File: src/rtl/pipe_cla_pkg.sv
// Shared definitions for the pipelined carry-lookahead adder/subtractor.
//
// Contents:
//   DEF_WIDTH / DEF_STAGES / DEF_BLOCK  default configuration of the adder
//   SEG_W, GROUPS                       segment width and lookahead groups per
//                                       segment for the default configuration
//   MAX_WIDTH, MAX_BLOCK                upper bounds supported by the fixed-size
//                                       stage record and the group P/G helper
//   grp_pg_t                            group propagate/generate pair
//   stage_t                             one pipeline stage register record
//   cla_group_pg()                      folds per-bit p/g into group P/G
package pipe_cla_pkg;

    localparam int DEF_WIDTH  = 32;
    localparam int DEF_STAGES = 2;
    localparam int DEF_BLOCK  = 4;

    localparam int SEG_W  = DEF_WIDTH / DEF_STAGES;
    localparam int GROUPS = SEG_W / DEF_BLOCK;

    localparam int MAX_WIDTH = 64;
    localparam int MAX_BLOCK = 32;

    typedef struct packed {
        logic p;
        logic g;
    } grp_pg_t;

    // Stage record: the sum field accumulates finished segments, while a/b
    // carry the operands forward so later stages can add their own segment.
    // Fields are sized for MAX_WIDTH; a narrower adder uses the low bits.
    typedef struct packed {
        logic                 valid;
        logic                 carry;
        logic [MAX_WIDTH-1:0] sum;
        logic [MAX_WIDTH-1:0] a;
        logic [MAX_WIDTH-1:0] b;
    } stage_t;

    // Group generate is true when the group produces a carry on its own;
    // group propagate is true when every bit passes an incoming carry through.
    // Only the low n bits of p/g take part.
    function automatic grp_pg_t cla_group_pg(input logic [MAX_BLOCK-1:0] p,
                                             input logic [MAX_BLOCK-1:0] g,
                                             input int                   n);
        grp_pg_t r;
        r.p = 1'b1;
        r.g = 1'b0;
        for (int i = 0; i < MAX_BLOCK; i++) begin
            if (i < n) begin
                r.g = g[i] | (p[i] & r.g);
                r.p = r.p & p[i];
            end
        end
        return r;
    endfunction

endpackage

File: src/rtl/pipe_cla_addsub_cla_block.sv
// cla_block: combinational BLOCK-bit carry-lookahead adder group.
//
// Ports:
//   a, b    [BLOCK]  operand bits of this group
//   cin     1        carry into the group
//   sum     [BLOCK]  sum bits
//   grp_p   1        group propagate (all bits propagate)
//   grp_g   1        group generate (group produces a carry by itself)
module cla_block
    import pipe_cla_pkg::*;
#(
    parameter int BLOCK = DEF_BLOCK
) (
    input  logic [BLOCK-1:0] a,
    input  logic [BLOCK-1:0] b,
    input  logic             cin,
    output logic [BLOCK-1:0] sum,
    output logic             grp_p,
    output logic             grp_g
);

    logic [BLOCK-1:0] p;
    logic [BLOCK-1:0] g;
    logic [BLOCK-1:0] c;
    logic             acc;
    logic             run;
    grp_pg_t          pg;

    assign p = a | b;
    assign g = a & b;

    // Each internal carry is built as a flat sum of products:
    // c[i+1] = g[i] | p[i]g[i-1] | ... | p[i..0]cin, so no carry ripples
    // through the group. The loops only enumerate the product terms.
    always_comb begin
        acc  = 1'b0;
        run  = 1'b0;
        c    = '0;
        c[0] = cin;
        for (int i = 0; i < BLOCK - 1; i++) begin
            acc = g[i];
            run = p[i];
            for (int j = i - 1; j >= 0; j--) begin
                acc = acc | (run & g[j]);
                run = run & p[j];
            end
            c[i+1] = acc | (run & cin);
        end
    end

    assign sum = a ^ b ^ c;

    assign pg    = cla_group_pg(MAX_BLOCK'(p), MAX_BLOCK'(g), BLOCK);
    assign grp_p = pg.p;
    assign grp_g = pg.g;

endmodule

File: src/rtl/pipe_cla_addsub.sv
// pipe_cla_addsub: pipelined carry-lookahead adder/subtractor with a
// valid/ready handshake on both sides (1 op/cycle, STAGES cycles latency).
//
// Ports:
//   clk, rst_n            clock (rising edge), synchronous active-low reset
//   in_valid / in_ready   input handshake
//   in_a, in_b  [WIDTH]   operands
//   in_sub                1: A - B (A + ~B + 1), 0: A + B + in_cin
//   in_cin                carry-in for add, ignored for subtract
//   out_valid / out_ready output handshake
//   out_sum     [WIDTH]   result
//   out_cout              carry out of the MSB (subtract: 1 = no borrow)
//
// Optional build macro PIPE_CLA_FLAGS_EN adds registered result flags:
//   out_zero (sum == 0), out_neg (sum MSB), out_ovf (signed overflow).
//
// Stage k adds operand segment k using BLOCK-bit lookahead groups and
// registers its segment carry for stage k+1.
module pipe_cla_addsub
    import pipe_cla_pkg::*;
#(
    parameter int WIDTH  = DEF_WIDTH,
    parameter int STAGES = DEF_STAGES,
    parameter int BLOCK  = DEF_BLOCK
) (
    input  logic             clk,
    input  logic             rst_n,
    input  logic             in_valid,
    output logic             in_ready,
    input  logic [WIDTH-1:0] in_a,
    input  logic [WIDTH-1:0] in_b,
    input  logic             in_sub,
    input  logic             in_cin,
    output logic             out_valid,
    input  logic             out_ready,
    output logic [WIDTH-1:0] out_sum,
    output logic             out_cout
`ifdef PIPE_CLA_FLAGS_EN
    ,
    output logic             out_zero,
    output logic             out_neg,
    output logic             out_ovf
`endif
);

    localparam int SEG  = WIDTH / STAGES;
    localparam int NGRP = SEG / BLOCK;
    localparam int LAST = STAGES - 1;

    if (STAGES < 1 || BLOCK < 1 || WIDTH < 1 || WIDTH > MAX_WIDTH ||
        BLOCK > MAX_BLOCK || (WIDTH % STAGES) != 0 || SEG < BLOCK ||
        (SEG % BLOCK) != 0) begin : g_bad_params
        $fatal(1, "pipe_cla_addsub: illegal WIDTH/STAGES/BLOCK combination");
    end

    stage_t           st_q    [STAGES];
    logic [WIDTH-1:0] stg_a   [STAGES];
    logic [WIDTH-1:0] stg_b   [STAGES];
    logic [WIDTH-1:0] stg_sum [STAGES];
    logic             stg_v   [STAGES];
    logic             stg_c   [STAGES];
    logic [STAGES:0]  load;
    logic [WIDTH-1:0] b_eff;
    logic             c0;

    // Subtraction is A + ~B + 1, so the inversion and forced carry happen
    // once at the input and every stage is a plain adder.
    assign b_eff = in_sub ? ~in_b : in_b;
    assign c0    = in_sub | in_cin;

    // A stage may load when it is empty or its contents move on this cycle;
    // the chain runs back from the consumer so a full pipe still streams.
    assign load[STAGES] = out_ready;
    assign in_ready     = rst_n & load[0];

    for (genvar k = 0; k < STAGES; k++) begin : g_stage
        logic [WIDTH-1:0] a_src;
        logic [WIDTH-1:0] b_src;
        logic [WIDTH-1:0] sum_src;
        logic [WIDTH-1:0] sum_nxt;
        logic             c_src;
        logic             v_src;
        logic [NGRP:0]    gc;
        logic [NGRP-1:0]  gp;
        logic [NGRP-1:0]  gg;
        logic [SEG-1:0]   seg_sum;

        if (k == 0) begin : g_first
            assign a_src   = in_a;
            assign b_src   = b_eff;
            assign c_src   = c0;
            assign v_src   = in_valid;
            assign sum_src = '0;
        end else begin : g_next
            assign a_src   = st_q[k-1].a[WIDTH-1:0];
            assign b_src   = st_q[k-1].b[WIDTH-1:0];
            assign c_src   = st_q[k-1].carry;
            assign v_src   = st_q[k-1].valid;
            assign sum_src = st_q[k-1].sum[WIDTH-1:0];
        end

        // Groups inside the segment are linked through their group P/G.
        assign gc[0] = c_src;
        for (genvar j = 0; j < NGRP; j++) begin : g_grp
            cla_block #(.BLOCK(BLOCK)) u_cla (
                .a     (a_src[k*SEG + j*BLOCK +: BLOCK]),
                .b     (b_src[k*SEG + j*BLOCK +: BLOCK]),
                .cin   (gc[j]),
                .sum   (seg_sum[j*BLOCK +: BLOCK]),
                .grp_p (gp[j]),
                .grp_g (gg[j])
            );
            assign gc[j+1] = gg[j] | (gp[j] & gc[j]);
        end

        // Merge this segment into the partial result from earlier stages.
        always_comb begin
            sum_nxt                = sum_src;
            sum_nxt[k*SEG +: SEG]  = seg_sum;
        end

        assign load[k]    = !st_q[k].valid || load[k+1];
        assign stg_a[k]   = a_src;
        assign stg_b[k]   = b_src;
        assign stg_sum[k] = sum_nxt;
        assign stg_v[k]   = v_src;
        assign stg_c[k]   = gc[NGRP];
    end

    // Stage registers. Data only moves with a valid op so a stalled or
    // empty stage keeps its last contents; reset drops everything in flight.
    always_ff @(posedge clk) begin
        if (!rst_n) begin
            for (int k = 0; k < STAGES; k++) begin
                st_q[k] <= '0;
            end
        end else begin
            for (int k = 0; k < STAGES; k++) begin
                if (load[k]) begin
                    st_q[k].valid <= stg_v[k];
                    if (stg_v[k]) begin
                        st_q[k].carry <= stg_c[k];
                        st_q[k].sum   <= MAX_WIDTH'(stg_sum[k]);
                        st_q[k].a     <= MAX_WIDTH'(stg_a[k]);
                        st_q[k].b     <= MAX_WIDTH'(stg_b[k]);
                    end
                end
            end
        end
    end

    assign out_valid = st_q[LAST].valid;
    assign out_sum   = st_q[LAST].sum[WIDTH-1:0];
    assign out_cout  = st_q[LAST].carry;

`ifdef PIPE_CLA_FLAGS_EN
    logic zero_q;
    logic neg_q;
    logic ovf_q;
    logic msb_cin;

    // The carry into the MSB is recovered from the MSB's own sum bit.
    assign msb_cin = stg_a[LAST][WIDTH-1] ^ stg_b[LAST][WIDTH-1] ^ stg_sum[LAST][WIDTH-1];

    // Flags are captured alongside the final sum so they share its timing.
    always_ff @(posedge clk) begin
        if (!rst_n) begin
            zero_q <= 1'b0;
            neg_q  <= 1'b0;
            ovf_q  <= 1'b0;
        end else if (load[LAST] && stg_v[LAST]) begin
            zero_q <= (stg_sum[LAST] == '0);
            neg_q  <= stg_sum[LAST][WIDTH-1];
            ovf_q  <= msb_cin ^ stg_c[LAST];
        end
    end

    assign out_zero = zero_q;
    assign out_neg  = neg_q;
    assign out_ovf  = ovf_q;
`endif

endmodule

File: config.mk
export PLATFORM = sky130hd
export DESIGN_NAME = pipe_cla_addsub
export DESIGN_NICKNAME = d
export VERILOG_FILES = /design/src/rtl/pipe_cla_pkg.sv /design/src/rtl/pipe_cla_addsub_cla_block.sv /design/src/rtl/pipe_cla_addsub.sv
export SDC_FILE = /design/constraint.sdc
export NUM_CORES = 1
export LEC_CHECK = 0
export CAP_MARGIN = 10
export CORE_UTILIZATION = 59
export CTS_BUF_LIST = sky130_fd_sc_hd__clkbuf_8
export CTS_CLUSTER_SIZE = 10
export DETAILED_ROUTE_END_ITERATION = 6
export MAX_ROUTING_LAYER = met4
export PLACE_DENSITY = 0.93
export SETUP_SLACK_MARGIN = 0.4
export SLEW_MARGIN = 25
export SYNTH_ARGS = -nofsm -noshare
export SYNTH_HDL_FRONTEND = slang
export SYNTH_HIERARCHICAL = 1
export SYNTH_SLANG_ARGS = --single-unit
File: constraint.sdc
create_clock -name clk -period 8 [get_ports clk]
set_clock_uncertainty 0.15 [all_clocks]
set_input_delay 1.2 -clock clk [delete_from_list [all_inputs] [get_ports clk]]
set_output_delay 1.2 -clock clk [all_outputs]
set_load 0.02 [all_outputs]
# ---- After elaboration in Yosys (flattened, before gate mapping)
# Memories as Yosys holds them, arrays and structs flattened.
# Index checks and enable logic that the tools add are counted.
dict set report classes {
  reduce_logical 4
  bitwise_logic 229
  muxes 26
}
# cell n
set op_table {}
lappend op_table {{$mux W32} 7}
lappend op_table {{$and A1 B1 Y1} 113}
lappend op_table {{$or A1 B1 Y1} 83}
lappend op_table {{$xor A4 B4 Y4} 16}
lappend op_table {{$and A4 B4 Y4} 8}
lappend op_table {{$not A32 Y32} 1}
lappend op_table {{$or A4 B4 Y4} 8}
lappend op_table {{$mux W1} 19}
lappend op_table {{$logic_not A1 Y1} 2}
lappend op_table {{$logic_or A1 B1 Y1} 2}
dict set report word_totals {
  regBits 0
  output_inout_bits 35
  in_bits 70
  memories 1
  mem_bits_rw 196
}
# name words word_bits read_ports rd_ports_with_merged_regs write_ports line
set mem_list {}
lappend mem_list {st_q 2 98 2 0 2 pipe_cla_addsub.sv:56} ;# stage_t st_q [STAGES];

# ---- Depth between registers and ports, before layout
dict set report logic_depth {
  depth_word 18
  ltp_mapped 15
}

# ---- Hierarchy
# Netlist, hierarchy kept.
# module area_per_inst_um2 n_inst cells_each
set by_module_without_submodules {}
lappend by_module_without_submodules {pipe_cla_addsub 3540.9 1 241}
lappend by_module_without_submodules {{cla_block at g_stage[0].g_grp[3].u_cla ...} 251.5 5 33}
lappend by_module_without_submodules {{cla_block at g_stage[0].g_grp[0].u_cla ...} 244.0 3 31}

# ---- Worst setup path after synthesis
# Ideal clock, no wire load.
dict set report synth_path {
  kind {input to register}
  startpoint {input port out_ready}
  endpoint {memory st_q[0][16] in the netlist's numbering, enable pin}
  n_path_buf 1
  stages 4
  arrival_ns 5.027
  setup_slack_ns 2.300
  setup_ns 0.523
  cell_sequence {nand2b_4 o21ai_2 buf_2 o21ai_0}
}
# element line
set synth_rtl {}
lappend synth_rtl {{from (decl)} pipe_cla_addsub.sv:35} ;# input logic out_ready,
lappend synth_rtl {{to (decl)} pipe_cla_addsub.sv:56}

# ---- Worst setup path in the final report
dict set report layout_path {
  startpoint {input port out_ready}
  endpoint {output port in_ready}
}
dict set report layout_via {
  elab_chain_len 3
}
# element line
set layout_lines {}
lappend layout_lines {{$logic_or A1 B1 Y1 (2 in a row)} pipe_cla_addsub.sv:122} ;# assign load[k] = !st_q[k].valid || load[k+1];
lappend layout_lines {{$and A1 B1 Y1} pipe_cla_addsub.sv:74} ;# assign in_ready = rst_n & load[0];
lappend layout_lines {{to (decl)} pipe_cla_addsub.sv:29} ;# output logic in_ready,
# Every way passes these cells.

==> qor.csv <==
stage;metric;value;unit
final_layout;largest_registers;st_q: 84 flops;
timing;fin_crit_sh;67.9;%
worst_setup_path;arrival;4080;ps
route;viasPerCell;5.35;
logic_synthesis;netlist_area;5530;µm²
logic_synthesis;synth_nets;641;
timing;fmax;184;MHz
global_routing;grt_pass1_vias;3861;
route;wirelength;10.8;mm
global_routing;grt_max_degree;50;
die;die_x;98.8;µm
final_layout;final_nets;742;
timing;hold_ws;397;ps
timing;slew_violations;0;
worst_setup_path;r2r_slack;4970;ps
die;io-pin-count;105;
global_routing;grtUsageMet2;45.6;%
worst_setup_path;crit_path_max_fanout;35;
placement;io_buffers;104;
die;core;8890;µm²
worst_setup_path;path_buf_inv;3;
hold_path;hold_depth;1;
hold_path;min_to;st_q[1][73];
global_routing;busiest_layer;met2;
route;wl_per_cell;15.1;µm
clock_network;clock_latency;340;ps
timing;fin_crit;5430;ps
global_routing;track_usage;23.8;%
power;total_power;1180;µW
logic_synthesis;yosys_register_bits;84;
die;die_area;9760;µm²
worst_setup_path;critPathCaptureType;output port;
route;drc;0;
final_layout;design_area;6880;µm²
route;drt_pass1_iterations;5;
hold_path;min_path_type;reg2reg;
global_routing;use_met1;23.5;%
clock_network;path_clk_slew;70;ps
timing;fin_tns_setup;0;ps
worst_setup_path;crit_path_max_incr_delay;770;ps
placement;dpl_cell_area;6640;µm²
final_layout;final_cells;712;
hold_path;hold_path.startpoint;st_q[0][73];
timing;relSlewSlack;35.1;%
placement;dp_hpwl;7.98;mm
run_status;outcome;completed;
clock_network;clock_sinks;84;
route;detail-route-antenna-nets;0;
logic_synthesis;yosysSeqAreaShare;45.6;%
clock_network;ctsHoldBuffers;0;
global_routing;met3_usage;3.97;%
worst_setup_path;reg2reg_from;st_q[0][49];
logic_synthesis;synth_edf_count;84;
worst_setup_path;start_kind;input port;
placement;finalWeightedCongestion;0.871;
logic_synthesis;syn_inst;499;
clock_network;cts_tree;built;
worst_setup_path;rr_worst_depth;13;
clock_network;cts_made_buffers;9;
die;die_y;98.8;µm
power;p_per_area;172;nW/µm²
global_routing;grt_pass1_wl;17.3;mm
timing;setup_viol;0;
final_layout;antenna_cells;0;
logic_synthesis;synth_ff_type;edfxtp_1;
clock_network;clockBufferDepth;2;
die;start_util;62.2;%
logic_synthesis;synth_cell_type_count;35;
timing;rsz0062_at_grt;no;
logic_synthesis;synth_area_per_cell;11.1;µm²
route;drt_iter0_drc;200;
power;p_leak;0.00307;µW
clock_network;cts_root_buf;clkbuf_8;
job;drv_cap;0;
worst_setup_path;reg2reg_to;st_q[1][93];
route;vias;3809;
die;rows;34;
logic_synthesis;synthArstFlopShare;0;%
placement;dp_cells;696;
worst_setup_path;worstSetupPathType;in2out;
worst_setup_path;worstSetupPathDepth;5;
worst_setup_path;critPathRequiredTime;6650;ps
worst_setup_path;path_cells;clkdlybuf4s50_1, nand2b_4, o21ai_2, inv_1, clkdlybuf4s50_1;
clock_network;cts_setup_buffers;0;
clock_network;htreeDepth;3;
timing;worstMarginPinSlew;973;ps
timing;hold_violations;0;
global_routing;grt.overflow.total;0;
logic_synthesis;ys_warn_count;6;
worst_setup_path;path_common_cell;clkdlybuf4s50_1;
clock_network;cts_resized;0;
final_layout;top_register;st_q;
final_layout;syn_to_final_growth;24.3;%
final_layout;largest_reg_flops;84;
final_layout;drive_gt1_share;6.29;%
worst_setup_path;critical-path-slowest-cell;o21ai_2;
worst_setup_path;critical-path-top-delay-family;buffers and inverters;
global_routing;grt_antenna_before_repair;0;
power;peakVddDrop;0.0924;mV
==> per-layer routing <==
layer  vias up  routed length [µm]
met1      1798                3810
li1       1841                   -
met3        23                 697
met5         -                   0
met4         0                 223
met2       147                6030
==> power breakdown <==
part / switching, µW / internal [µW]
Sequential: 16.5 / 536
Clock: 142 / 171
Combinational: 162 / 154
==> placed cells by master, fill, tap and decap left out, drive strengths merged <==
cell	count
a41o	1
o21a	2
and2	35
clkinv	3
or3	1
o221ai	1
o22a	1
clkdlybuf4s50	103
nand2	2
o211a	1
o21bai	8
edfxtp	84
nand2b	9
fa	8
clkbuf	9
nor2	25
xnor2	29
nor3	8
or2	2
a21oi	17
nor4	8
o21ai	11
ha	64
buf	3
nor2b	1
a21o	4
bufinv	2
inv	94
xor2	27
a211oi	8
clkinvlp	1
and3	32
==> metrics by stage <==
stage	util [%]	worst slack (ps)
5_1_grt	77.3	2390
2_1_floorplan	-	2300
6_report	77.3	2570
3_5_place_dp	74.7	2570
3_3_place_gp	74.7	2670
4_1_cts	77.0	2550
==> worst max path at each step <==
stage               startpoint          end
floorplan            out_ready  st_q[0][16]
global placement     out_ready     in_ready
detailed placement   out_ready     in_ready
CTS                  out_ready     in_ready
global route         out_ready     in_ready
finish               out_ready     in_ready
==> final cells by class <==
class | count | area, µm²
Sequential cell | 84 | 2520
Tap cell | 108 | 135
Clock buffer | 9 | 124
Clock inverter | 6 | 80.1
Timing Repair Buffer | 106 | 1070
Fill cell | 523 | 2010
Multi-Input combinational cell | 305 | 2590
Inverter | 94 | 353
==> kinds of logic (layout without fill, tap and decap cells) <==
group           after synthesis  after routing  share of synthesized area (%)
simple gates                123            123                           12.6
buf+inv                     110            215                           7.96
flops                        84             84                           45.6
fa+ha+maj                    72             72                           17.4
xor+xnor                     56             56                           8.87
compound gates               54             54                           7.53
==> synth_stat cells (9+ instances only) <==
cell type / number / area share (%)
and2_1: 35 / 4.0
edfxtp_1: 84 / 46
ha_1: 64 / 14
xor2_1: 27 / 4.3
a21oi_1: 9 / 0.81
o21ai_0: 10 / 0.91
inv_1: 94 / 6.4
nor2_1: 25 / 1.7
and3_1: 32 / 3.6
xnor2_1: 29 / 4.6
Power figures use the tool's default switching activity.
